<file path="config.mk">
export PLATFORM = sky130hd
export DESIGN_NAME = sync_debounce
export DESIGN_NICKNAME = d
export VERILOG_FILES = /design/src/rtl/sync_debounce.sv
export SDC_FILE = /design/constraint.sdc
export NUM_CORES = 1
export LEC_CHECK = 0
export BUFFER_PORTS_ARGS = -buffer_cell sky130_fd_sc_hd__buf_4
export CAP_MARGIN = 20
export CORE_UTILIZATION = 25
export CTS_BUF_LIST = sky130_fd_sc_hd__clkbuf_4 sky130_fd_sc_hd__clkbuf_8
export DETAILED_ROUTE_END_ITERATION = 16
export GPL_ROUTABILITY_DRIVEN = 0
export GPL_TIMING_DRIVEN = 0
export MAX_ROUTING_LAYER = met4
export PLACE_DENSITY = 0.42
export SYNTH_ARGS = -nofsm -noshare
export SYNTH_HDL_FRONTEND = slang
export SYNTH_SLANG_ARGS = --single-unit
</file>
<file path="constraint.sdc">
create_clock -name clk -period 2.7 [get_ports clk]
set_clock_uncertainty 0.05 [all_clocks]
set_input_delay 0.27 -clock clk [delete_from_list [all_inputs] [get_ports clk]]
set_output_delay 0.27 -clock clk [all_outputs]
set_load 0.05 [all_outputs]
</file>
<file path="src/rtl/sync_debounce.sv">
// Synchroniser plus 4-state debounce FSM producing a clean level and rise/fall strobes.
// Optional glitch counter: define SYNC_DEBOUNCE_GLITCH_CNT_EN.
module sync_debounce #(
    parameter int SYNC_STAGES   = 2,
    parameter int STABLE_CYCLES = 4,
    parameter int CNT_W         = 16
) (
    input  logic       clk,
    input  logic       rst,
    input  logic       din,
    output logic       q,
    output logic       rise,
    output logic       fall,
    output logic [7:0] glitch_cnt
);

    localparam logic [1:0] S_LOW      = 2'd0;
    localparam logic [1:0] S_CHK_HIGH = 2'd1;
    localparam logic [1:0] S_HIGH     = 2'd2;
    localparam logic [1:0] S_CHK_LOW  = 2'd3;

    localparam logic [CNT_W-1:0] CNT_ONE  = CNT_W'(1);
    localparam logic [CNT_W-1:0] CNT_LAST = CNT_W'(STABLE_CYCLES - 1);

    logic [SYNC_STAGES-1:0] sync_q;
    logic                   s;
    logic [1:0]             state, state_d;
    logic [CNT_W-1:0]       cnt, cnt_d;
    logic                   q_d, rise_d, fall_d;

    // Synchroniser: the only consumer of the raw input.
    always_ff @(posedge clk or posedge rst) begin
        if (rst) begin
            sync_q <= '0;
        end else begin
            sync_q <= {sync_q[SYNC_STAGES-2:0], din};
        end
    end

    assign s = sync_q[SYNC_STAGES-1];

    always_comb begin
        state_d = state;
        cnt_d   = '0;
        q_d     = q;
        rise_d  = 1'b0;
        fall_d  = 1'b0;
        case (state)
            S_LOW: begin
                if (s) begin
                    state_d = S_CHK_HIGH;
                    cnt_d   = CNT_ONE;
                end
            end
            S_CHK_HIGH: begin
                if (!s) begin
                    state_d = S_LOW;
                end else if (cnt == CNT_LAST) begin
                    state_d = S_HIGH;
                    q_d     = 1'b1;
                    rise_d  = 1'b1;
                end else begin
                    cnt_d = cnt + CNT_ONE;
                end
            end
            S_HIGH: begin
                if (!s) begin
                    state_d = S_CHK_LOW;
                    cnt_d   = CNT_ONE;
                end
            end
            S_CHK_LOW: begin
                if (s) begin
                    state_d = S_HIGH;
                end else if (cnt == CNT_LAST) begin
                    state_d = S_LOW;
                    q_d     = 1'b0;
                    fall_d  = 1'b1;
                end else begin
                    cnt_d = cnt + CNT_ONE;
                end
            end
            default: begin
                state_d = S_LOW;
                q_d     = 1'b0;
            end
        endcase
    end

    always_ff @(posedge clk or posedge rst) begin
        if (rst) begin
            state <= S_LOW;
            cnt   <= '0;
            q     <= 1'b0;
            rise  <= 1'b0;
            fall  <= 1'b0;
        end else begin
            state <= state_d;
            cnt   <= cnt_d;
            q     <= q_d;
            rise  <= rise_d;
            fall  <= fall_d;
        end
    end

`ifdef SYNC_DEBOUNCE_GLITCH_CNT_EN
    logic abort;

    // An abort is a check state falling back to the level it started from.
    assign abort = ((state == S_CHK_HIGH) && !s) || ((state == S_CHK_LOW) && s);

    always_ff @(posedge clk or posedge rst) begin
        if (rst) begin
            glitch_cnt <= 8'h00;
        end else if (abort && (glitch_cnt != 8'hFF)) begin
            glitch_cnt <= glitch_cnt + 8'd1;
        end
    end
`else
    assign glitch_cnt = 8'h00;
`endif

endmodule

</file>
==> results of run 1 <==
-- layer usage --
metal / up-vias / GRT usage, %
li1: 415 / -
met1: 396 / 12.93
met2: 13 / 16.07
met3: 4 / 1.308
met4: 0 / 4.082
met5: - / -
-- flip-flops by register name (all words and copies together), names as in the netlist, named ones only --
register and flops:
cnt 16, sync_q 2, fall 1, q 1, rise 1, state 1
-- path summary, 6_finish.rpt --
check	cells after the start	slack (ns)	end
max in group asynchronous	2	1.92	cnt[15]
hold reg to reg	0	0.30	sync_q[1]
min in group asynchronous	2	0.14	cnt[11]
setup reg to reg	5	0.72	cnt[5]
setup / recovery	5	0.72	cnt[5]
hold / removal	1	0.07	sync_q[0]
-- Yosys cell counts --
master / count
dfrtp_1: 23
nor2_1: 20
xnor2_1: 10
buf_4: 8
inv_1: 6
nand4_1: 6
nor3_1: 6
nand2_1: 5
nand3_1: 5
nor4_1: 5
nor4b_1: 4
xor2_1: 3
buf_2: 2
a21boi_0: 1
a21oi_1: 1
and2_1: 1
clkbuf_2: 1
conb_1: 1
ha_1: 1
mux2_2: 1
nand2_2: 1
nand3b_1: 1
nand4_2: 1
o21ai_0: 1
o31ai_1: 1
or3_1: 1
or4_1: 1
-- cell families (layout without fill, tap and decap cells) --
logic type / count (synthesis) / after routing
XOR/XNOR: 13 / 13
other: 1 / 8
adder cells (fa/ha/maj): 1 / 1
multiplexers: 1 / 1
AND/OR/NAND/NOR: 57 / 57
flip-flops: 23 / 23
buffers and inverters: 17 / 26
AO/OA/AOI/OAI: 4 / 4
-- power breakdown --
part | leakage [nW] | switching [mW] | internal, mW
clock network | 0.0255 | 0.106 | 0.103
registers | 0.306 | 0.0233 | 0.378
logic | 0.220 | 0.127 | 0.0700
-- final cells by class --
cell class	count	area [µm²]
clock buffer	3	41.29
sequential	23	575.6
inverter	6	22.52
fill	449	3040
tap	52	65.06
timing repair buffer	5	37.54
multi-input combinational	84	491.7
buffer	11	75.07
clock inverter	1	5.005
==> results by group, run 1 <==
Clocking
  • H-tree depth: 1
  • Hold Buf Count CTS: 0
  • CTS tree: built
  • Longest Clk Path Bufs: 2
  • Post-cts resize count: 0
  • Latest clock arrival within the worst-skew pair: between 0.2 and 0.3 ns
  • Num CTS Buffers: 3
  • Clock Pin Slew Worst Setup and Hold Paths: about 0.08 ns
  • Post-CTS Setup Inserts: 0
  • Sink Count: 23
  • Clk root buf: clkbuf_8

Yosys
  • Largest family of logic cells by synthesized area: simple AND/OR/NAND/NOR gates
  • Sequential-to-total area share from yosys stat: around half
  • Post-synthesis instance area: between 1000 and 1500 µm²
  • Dominant cell type by area after synthesis: dfrtp_1
  • Library cells used by synthesis: 27
  • Mapped Cells: 117
  • Post-synth top area share: about half
  • Register bit total from synthesis: 23
  • Compound-Gate Fraction of Synth Area: 2.198%
  • Syn avg cell area: 9.732 µm²
  • Ranking of synthesized cells by area: dfrtp_1, xnor2_1, nor2_1, buf_4, nand4_1
  • Yosys warning count: 0
  • Post-Synth Simple-Gate Area: 26.26%
  • Adder-cell share of the synthesized area: under 10%
  • Mux contribution to synthesized area: less than 1%
  • Post-synthesis xor/xnor area fraction: around 10%

Layout
  • Commonest non-fill, non-tap cell in the layout: dfrtp_1
  • Final net count: 138
  • Commonest non-fill, non-tap cells in the layout: dfrtp_1, nor2_1, buf_4
  • Final cell count without fillers: between 150 and 200
  • Final core area utilization: a little over 30%
  • Share of layout cells above drive strength 1: roughly 17%
  • Diodes inserted: 0
  • Finished Cell Area: 1314 µm²
  • Synth-to-Final Area Change: 15.38%

Route
  • Vias: 828
  • Total length of routed wires: 2174 µm
  • Initial DRC Count: 42
  • Residual DRC: 0
  • Met3 WL post-DR: approximately 57 µm
  • Vias per cell: 4.476
  • WL met2: 952 µm
  • Router iterations before antenna repair: 4
  • DRT met1 WL: around 1100 µm
  • Wire per inst: 11.75 µm
  • Detail Route Antenna Nets: 0
  • Highest Signal Layer: met4

Worst setup path
  • Crit path DAT: about 2.1 ns
  • Worst Path Buf+Inv: 1
  • CP Capture Type: flop
  • Top delay family on crit path: simple AND/OR/NAND/NOR gates
  • Crit Path Category: flop to flop
  • WP data required: 2.80 ns
  • CP Launch Type: flop
  • Crit path max fanout: 10
  • Setup crit start: cnt[9]
  • Max stage delay on crit path: 0.57 ns
  • Worst path cell trace: nor4_1, nand4_1, nand3_1, buf_2, nor2_1
  • RR Startpoint: cnt[9]
  • Slowest cell on crit path: nor4_1

Placed design
  • I/O Buffers: 5
  • Placed cells: 181
  • Hpwl dp: 1527 µm
  • DP Worst Slack: ~0.71 ns
  • Placed Area: 1267 µm²

Timing
  • Max Fclk: 505.9 MHz
  • Setup TNS Final: 0 ns
  • Final Slew Violations: 0
  • Worst rel slew slack: roughly two fifths
  • RSZ-0062 raised after global routing: no
  • WHS: 0.06797 ns
  • Slew @ Worst Pin: 0.8727 ns
  • Worst Setup Slack, final: around 0.72 ns
  • Final Cycle Share: 73.21%
  • Final setup vio count: 0
  • Post-layout minimum cycle time: a little under 2 ns
  • Hold Vio Cnt, Final: 0

Worst hold path
  • Min-Delay Startpoint: din
  • HP Class: input pin to flop

Floorplan
  • Die width: 69.49 µm
  • Die Footprint: 4828 µm²
  • FP Rows: 24
  • Effective utilization at floorplan: 26.15%
  • Die Ht: 69.49 µm
  • I/O pin total: 14
  • Core Area: approximately 4400 µm²

Run
  • Max Cap Viol: 0

GRT
  • Grt ovf: 0
  • Vias in the first global route: 828
  • All-layer global routing usage: 10.07%
  • First-pass GRT wire length: 3788 µm
  • Largest net degree at the start of global routing: 24
  • Initial antenna violation count: 0

Power and ir drop
  • Pwr dens: 614.7 nW/µm²
  • Total power: 0.8075 mW
  • Max VDD drop: 211.9 µV
  • P_leak: 0.5512 nW

Run status
  • Status: finished, final reports clean
Note: power is estimated with default switching activity, not from simulation.
==> run 2, diff against run 1 <==
--- a/config.mk
+++ b/config.mk
@@ -13,7 +13,7 @@
 export GPL_ROUTABILITY_DRIVEN = 0
 export GPL_TIMING_DRIVEN = 0
 export MAX_ROUTING_LAYER = met4
-export PLACE_DENSITY = 0.42
+export PLACE_DENSITY = 0.43
 export SYNTH_ARGS = -nofsm -noshare
 export SYNTH_HDL_FRONTEND = slang
 export SYNTH_SLANG_ARGS = --single-unit
==> constraint.sdc (replaced) <==
create_clock -name clk -period 1.7 [get_ports clk]
set_clock_uncertainty 0.05 [all_clocks]
set_input_delay 0.17 -clock clk [delete_from_list [all_inputs] [get_ports clk]]
set_output_delay 0.17 -clock clk [all_outputs]
set_load 0.05 [all_outputs]
==> run 2 against run 1 <==
Compared with the run above: critical path depth is 1 lower; critical endpoint is now cnt[15]; hold slack worse by 0.031 ns; first-iteration DRC count is 31% lower; die area stayed put; design area is 14% higher; non-clock buffer count is 10 higher.
==> results by group, run 2 (same netlist as run 1, synthesis figures left out) <==
Run status
  • Status: finished, final reports clean

Route
  • Initial DRC Count: 29 (-31%)
  • Router iterations before antenna repair: 4 (unchanged)
  • Vias: 881 (+6.4%)
  • Vias per cell: 4.518 (+0.94%)
  • Residual DRC: 0 (unchanged)
  • Detail Route Antenna Nets: 0 (unchanged)
  • Total length of routed wires: 2331 µm (+7.2%)
  • Wire per inst: 11.95 µm (+1.7%)

GRT
  • Vias in the first global route: 810 (-2.2%)
  • All-layer global routing usage: 10.10% (+0.029 points)
  • Grt ovf: 0 (unchanged)
  • First-pass GRT wire length: 3705 µm (-2.2%)
  • Largest net degree at the start of global routing: 24 (unchanged)
  • Initial antenna violation count: 0 (unchanged)

Placed design
  • Placed Area: 1267 µm² (unchanged)
  • Placed cells: 181 (unchanged)
  • Hpwl dp: 1512 µm (-0.94%)
  • I/O Buffers: 5 (unchanged)

Power and ir drop
  • P_leak: 0.6210 nW (+13%)
  • Pwr dens: 946.7 nW/µm² (+54%)
  • Max VDD drop: 395.2 µV (+86%)

Timing
  • Worst rel slew slack: 42.25% (+0.50 points)
  • Final Slew Violations: 0 (unchanged)
  • WHS: 0.03666 ns (-0.03131 ns)
  • Final Cycle Share: 96.62% (+23 points)
  • Final setup vio count: 0 (unchanged)
  • Slew @ Worst Pin: 0.8652 ns (-0.007456 ns)
  • Hold Vio Cnt, Final: 0 (unchanged)
  • Post-layout minimum cycle time: 1.643 ns (-0.3341 ns)
  • Max Fclk: 608.8 MHz (+20%)

Floorplan
  • Effective utilization at floorplan: 26.15% (unchanged)
  • Die width: 69.49 µm (unchanged)
  • Core Area: 4354 µm² (unchanged)
  • FP Rows: 24 (unchanged)
  • Die Ht: 69.49 µm (unchanged)
  • I/O pin total: 14 (unchanged)
  • Die Footprint: 4828 µm² (unchanged)

Layout
  • Top reg by flops: cnt
  • Share of layout cells above drive strength 1: 34.27% (+17 points)
  • Final cell count without fillers: 195 (+5.4%)
  • Diodes inserted: 0 (unchanged)
  • Commonest non-fill, non-tap cell in the layout: buf_4
  • Commonest non-fill, non-tap cells in the layout: buf_4, nor2_1, dfrtp_1
  • Finished Cell Area: 1503 µm² (+14%)
  • Largest register FFs: 16 (unchanged)
  • Synth-to-Final Area Change: 31.98%
  • Top Registers: cnt (16), sync_q (2)
  • Final net count: 148 (+7.2%)

Worst setup path
  • Max stage delay on crit path: 0.45 ns (-0.12 ns)
  • Slowest cell on crit path: dfrtp_2
  • Top delay family on crit path: simple AND/OR/NAND/NOR gates
  • Crit Path Category: flop to flop
  • Worst Path Buf+Inv: 0 (-1)
  • R2R setup slack: 0.06 ns (-0.67 ns)
  • Crit path max fanout: 4 (-6)
  • CP Capture Type: flop
  • Worst path cell trace: nand4_4, or3_4, or4_1, a21oi_2
  • CP Launch Type: flop
  • WP data required: 1.85 ns (-0.95 ns)
  • Crit path DAT: 1.79 ns (-0.29 ns)

Run
  • Max Cap Viol: 0 (unchanged)

Clocking
  • Latest clock arrival within the worst-skew pair: 0.26 ns (about the same)
  • Clk root buf: clkbuf_8
  • Sink Count: 23 (unchanged)
  • Longest Clk Path Bufs: 2 (unchanged)
  • CTS tree: built
  • Clock Pin Slew Worst Setup and Hold Paths: 0.08 ns (about the same)
  • H-tree depth: 1 (unchanged)
  • Num CTS Buffers: 3 (unchanged)

Worst hold path
  • HP Class: input pin to async pin
## run 2: cell types whose count changed in the layout (fill, tap and decap cells not counted), sizes merged
cell | before | now
buf | 15 | 24
clkbuf | 4 | 5
clkinv | 1 | 0
dlygate4sd3 | 0 | 1
## run 2: timing repair
| action | CTS | global route |
|---|---|---|
| endpoints found under the hold margin | 1 | 0 |
| endpoints found under the setup margin | 14 | 15 |
| cloned | 0 | 0 |
| hold buffers | 1 | 0 |
| pin swaps | 0 | 4 |
| setup buffers | 0 | 9 |
| resized for setup | 6 | 17 |
## run 2: routing by layer
layer | wire length, µm | GRT usage [%] | vias up
met1 | 1093 | 12.45 | 423
met5 | 0 | - | -
met4 | 48 | 5.896 | 0
li1 | - | - | 435
met2 | 1121 | 15.86 | 18
met3 | 68 | 1.308 | 5
## run 2: through the flow
| step | power [mW] | worst slack, ns | TNS, ns | util [%] |
|---|---|---|---|---|
| detailed placement | 0.9676 | -0.2503 | -2.619 | 29.11 |
| finish | 1.423 | 0.05744 | 0 | 34.51 |
| CTS | 1.343 | 0.002425 | 0 | 31.21 |
| global placement | 0.9627 | -0.2190 | -2.197 | 29.11 |
| global route | 1.518 | -0.008531 | -0.008531 | 34.51 |
| floorplan | 0.8958 | 0.1115 | 0 | - |
## run 2: where the power goes
| part | leakage [nW] | internal, mW | switching [mW] |
|---|---|---|---|
| Clock | 0.0262 | 0.183 | 0.171 |
| Combinational | 0.300 | 0.191 | 0.221 |
| Sequential | 0.295 | 0.603 | 0.0535 |
## run 2: cell type report
| class | count | area (µm²) |
|---|---|---|
| fill | 442 | 2851 |
| multi-input combinational | 84 | 589.3 |
| sequential | 23 | 584.3 |
| timing repair buffer | 15 | 115.1 |
| buffer | 11 | 77.57 |
| tap | 52 | 65.06 |
| clock buffer | 4 | 48.80 |
| inverter | 6 | 22.52 |
## run 2: final timing paths
kind | from | endpoint | cells after the start
worst max-delay path | cnt[11] | cnt[15] | 4
worst min-delay path | rst | cnt[15] | 2
max in group asynchronous | rst | cnt[0] | 2
worst min register to register | sync_q[0] | sync_q[1] | 0
worst max register to register | cnt[11] | cnt[15] | 4
min in group clk | sync_q[0] | sync_q[1] | 0
==> run 3, diff against run 2 <==
--- a/config.mk
+++ b/config.mk
@@ -7,13 +7,13 @@
 export LEC_CHECK = 0
 export BUFFER_PORTS_ARGS = -buffer_cell sky130_fd_sc_hd__buf_4
 export CAP_MARGIN = 20
-export CORE_UTILIZATION = 25
+export CORE_UTILIZATION = 50
 export CTS_BUF_LIST = sky130_fd_sc_hd__clkbuf_4 sky130_fd_sc_hd__clkbuf_8
 export DETAILED_ROUTE_END_ITERATION = 16
 export GPL_ROUTABILITY_DRIVEN = 0
 export GPL_TIMING_DRIVEN = 0
 export MAX_ROUTING_LAYER = met4
-export PLACE_DENSITY = 0.43
+export PLACE_DENSITY = 0.71
 export SYNTH_ARGS = -nofsm -noshare
 export SYNTH_HDL_FRONTEND = slang
 export SYNTH_SLANG_ARGS = --single-unit
==> constraint.sdc (replaced) <==
create_clock -name clk -period 2.05 [get_ports clk]
set_clock_uncertainty 0.05 [all_clocks]
set_input_delay 0.205 -clock clk [delete_from_list [all_inputs] [get_ports clk]]
set_output_delay 0.205 -clock clk [all_outputs]
set_load 0.05 [all_outputs]
==> run 3 against run 2 <==
Compared with the run above: maximum frequency decreased by 12%; via count decreased by 4.7%; clock power decreased by 44%; largest cell class is now flip-flops and latches; cell count decreased by 17%; critical endpoint is now cnt[4]; sequential power decreased by 19%; wire length decreased by 14%; die area decreased by 49%.
==> results by group, run 3 (same netlist as run 1, synthesis figures left out) <==
Run status
  • Status: finished, final reports clean

Run
  • Max Cap Viol: 0 (unchanged)

Layout
  • Final core area utilization: 62.99% (+28 points)
  • Commonest non-fill, non-tap cell in the layout: dfrtp_1
  • Commonest non-fill, non-tap cells in the layout: dfrtp_1, nor2_1, buf_4
  • Top reg by flops: cnt
  • Synth-to-Final Area Change: 12.97%
  • Largest register FFs: 16 (unchanged)
  • Diodes inserted: 0 (unchanged)
  • Final net count: 139 (-6.1%)
  • Final cell count without fillers: 161 (-17%)
  • Share of layout cells above drive strength 1: 18.66% (-16 points)
  • Top Registers: cnt (16), sync_q (2)

Clocking
  • Sink Count: 23 (unchanged)
  • Clk root buf: clkbuf_4
  • Latest clock arrival within the worst-skew pair: 0.30 ns (+0.04 ns)
  • Num CTS Buffers: 3 (unchanged)
  • Longest Clk Path Bufs: 2 (unchanged)
  • Clock Pin Slew Worst Setup and Hold Paths: 0.11 ns (+0.03 ns)
  • CTS tree: built
  • H-tree depth: 1 (unchanged)

Timing
  • Final Slew Violations: 0 (unchanged)
  • Final Cycle Share: 91.20% (-5.4 points)
  • WHS: 0.009973 ns (-0.02669 ns)
  • Post-layout minimum cycle time: 1.870 ns (+0.2271 ns)
  • Hold Vio Cnt, Final: 0 (unchanged)
  • Worst rel slew slack: 43.84% (+1.6 points)
  • Slew @ Worst Pin: 0.8415 ns (-0.02377 ns)
  • Final setup vio count: 0 (unchanged)
  • RSZ-0062 raised after global routing: no
  • Max Fclk: 534.9 MHz (-12%)
  • Setup TNS Final: 0 ns (unchanged)

GRT
  • Initial antenna violation count: 0 (unchanged)
  • All-layer global routing usage: 18.38% (+8.3 points)
  • Grt ovf: 0 (unchanged)
  • Vias in the first global route: 806 (-0.49%)
  • First-pass GRT wire length: 3394 µm (-8.4%)
  • Largest net degree at the start of global routing: 24 (unchanged)

Route
  • Wire per inst: 12.48 µm (+4.4%)
  • Router iterations before antenna repair: 4 (unchanged)
  • Vias: 840 (-4.7%)
  • Initial DRC Count: 15 (-48%)
  • Total length of routed wires: 2009 µm (-14%)
  • Vias per cell: 5.217 (+15%)
  • Residual DRC: 0 (unchanged)
  • Detail Route Antenna Nets: 0 (unchanged)

Floorplan
  • Core Area: 2042 µm² (-53%)
  • FP Rows: 16 (-33%)
  • I/O pin total: 14 (unchanged)
  • Die width: 49.72 µm (-28%)
  • Effective utilization at floorplan: 55.76% (+30 points)
  • Die Footprint: 2472 µm² (-49%)
  • Die Ht: 49.72 µm (-28%)

Worst setup path
  • Crit Path Category: flop to flop
  • Crit path max fanout: 10 (+6)
  • WP data required: 2.20 ns (+0.35 ns)
  • CP Capture Type: flop
  • Crit path DAT: 2.02 ns (+0.23 ns)
  • CP Launch Type: flop

Placed design
  • Placed cells: 156 (-14%)
  • Hpwl dp: 1449 µm (-4.2%)
  • I/O Buffers: 5 (unchanged)

Worst hold path
  • HP Class: input pin to async pin

Power and ir drop
  • P_leak: 0.5516 nW (-11%)
  • Max VDD drop: 600.7 µV (+52%)
  • Pwr dens: 771.4 nW/µm² (-19%)
run 3: changes by cell type in the layout (fill, tap and decap cells not counted), sizes merged:
cell / delta
buf: -9
clkbuf: -1
clkinv: +1
run 3: final cells by class:
type / instances / area (µm²)
fillers: 192 / 755.7
flip-flops and latches: 23 / 575.6
multi-input cells: 84 / 504.2
plain buffers: 11 / 75.07
repair buffers: 6 / 47.55
inverters: 6 / 22.52
clock buffers: 3 / 22.52
clock inverters: 1 / 5.005
well taps: 27 / 33.78
run 3: routing by layer:
metal  part of all wire, %  global-route usage (%)  wire [µm]
met1                    47                   22.11        945
met2                    49                   30.86        979
met3                   3.8                   6.173         77
met4                  0.30                   1.905          6
met5                     0                       -          0
run 3: timing repair:
item / CTS / global route
gates resized for setup: 0 / 2
buffers inserted: 0 / 0
endpoints found under the hold margin: 1 / 0
hold buffers: 1 / 0
setup endpoints to repair: 0 / 10
run 3: worst paths after layout:
kind / depth (start not counted) / slack [ns] / endpoint / startpoint
worst max-delay path: 5 / 0.18 / cnt[4] / cnt[4]
worst min-delay path: 2 / 0.01 / state[0] / rst
worst max register to register: 5 / 0.18 / cnt[4] / cnt[4]
worst min register to register: 0 / 0.31 / sync_q[1] / sync_q[0]
max in group asynchronous: 2 / 1.43 / cnt[12] / rst
min in group clk: 0 / 0.31 / sync_q[1] / sync_q[0]
run 3: worst max-delay path, cell delays in order (launching register included):
cell,delay [ns]
dfrtp_1,0.45
nor4_1,0.51
nand4_1,0.16
nand3_1,0.25
buf_2,0.28
nor2_1,0.08
run 3: report_power, final:
| group | leakage [nW] | switching, mW | internal, mW |
|---|---|---|---|
| sequential | 0.306 | 0.0320 | 0.498 |
| combinational | 0.228 | 0.167 | 0.0961 |
| clock | 0.0177 | 0.126 | 0.0728 |
| total | 0.552 | 0.325 | 0.667 |
run 3: per-stage QoR:
stage               area, µm²  setup slack (ns)  power, mW
detailed placement       1236            0.1453     0.8023
CTS                      1274            0.1171      1.003
finish                   1286            0.1804     0.9923
floorplan                1165            0.4615     0.7428
global placement         1236            0.1954     0.7891
global route             1286         0.0009115      1.057
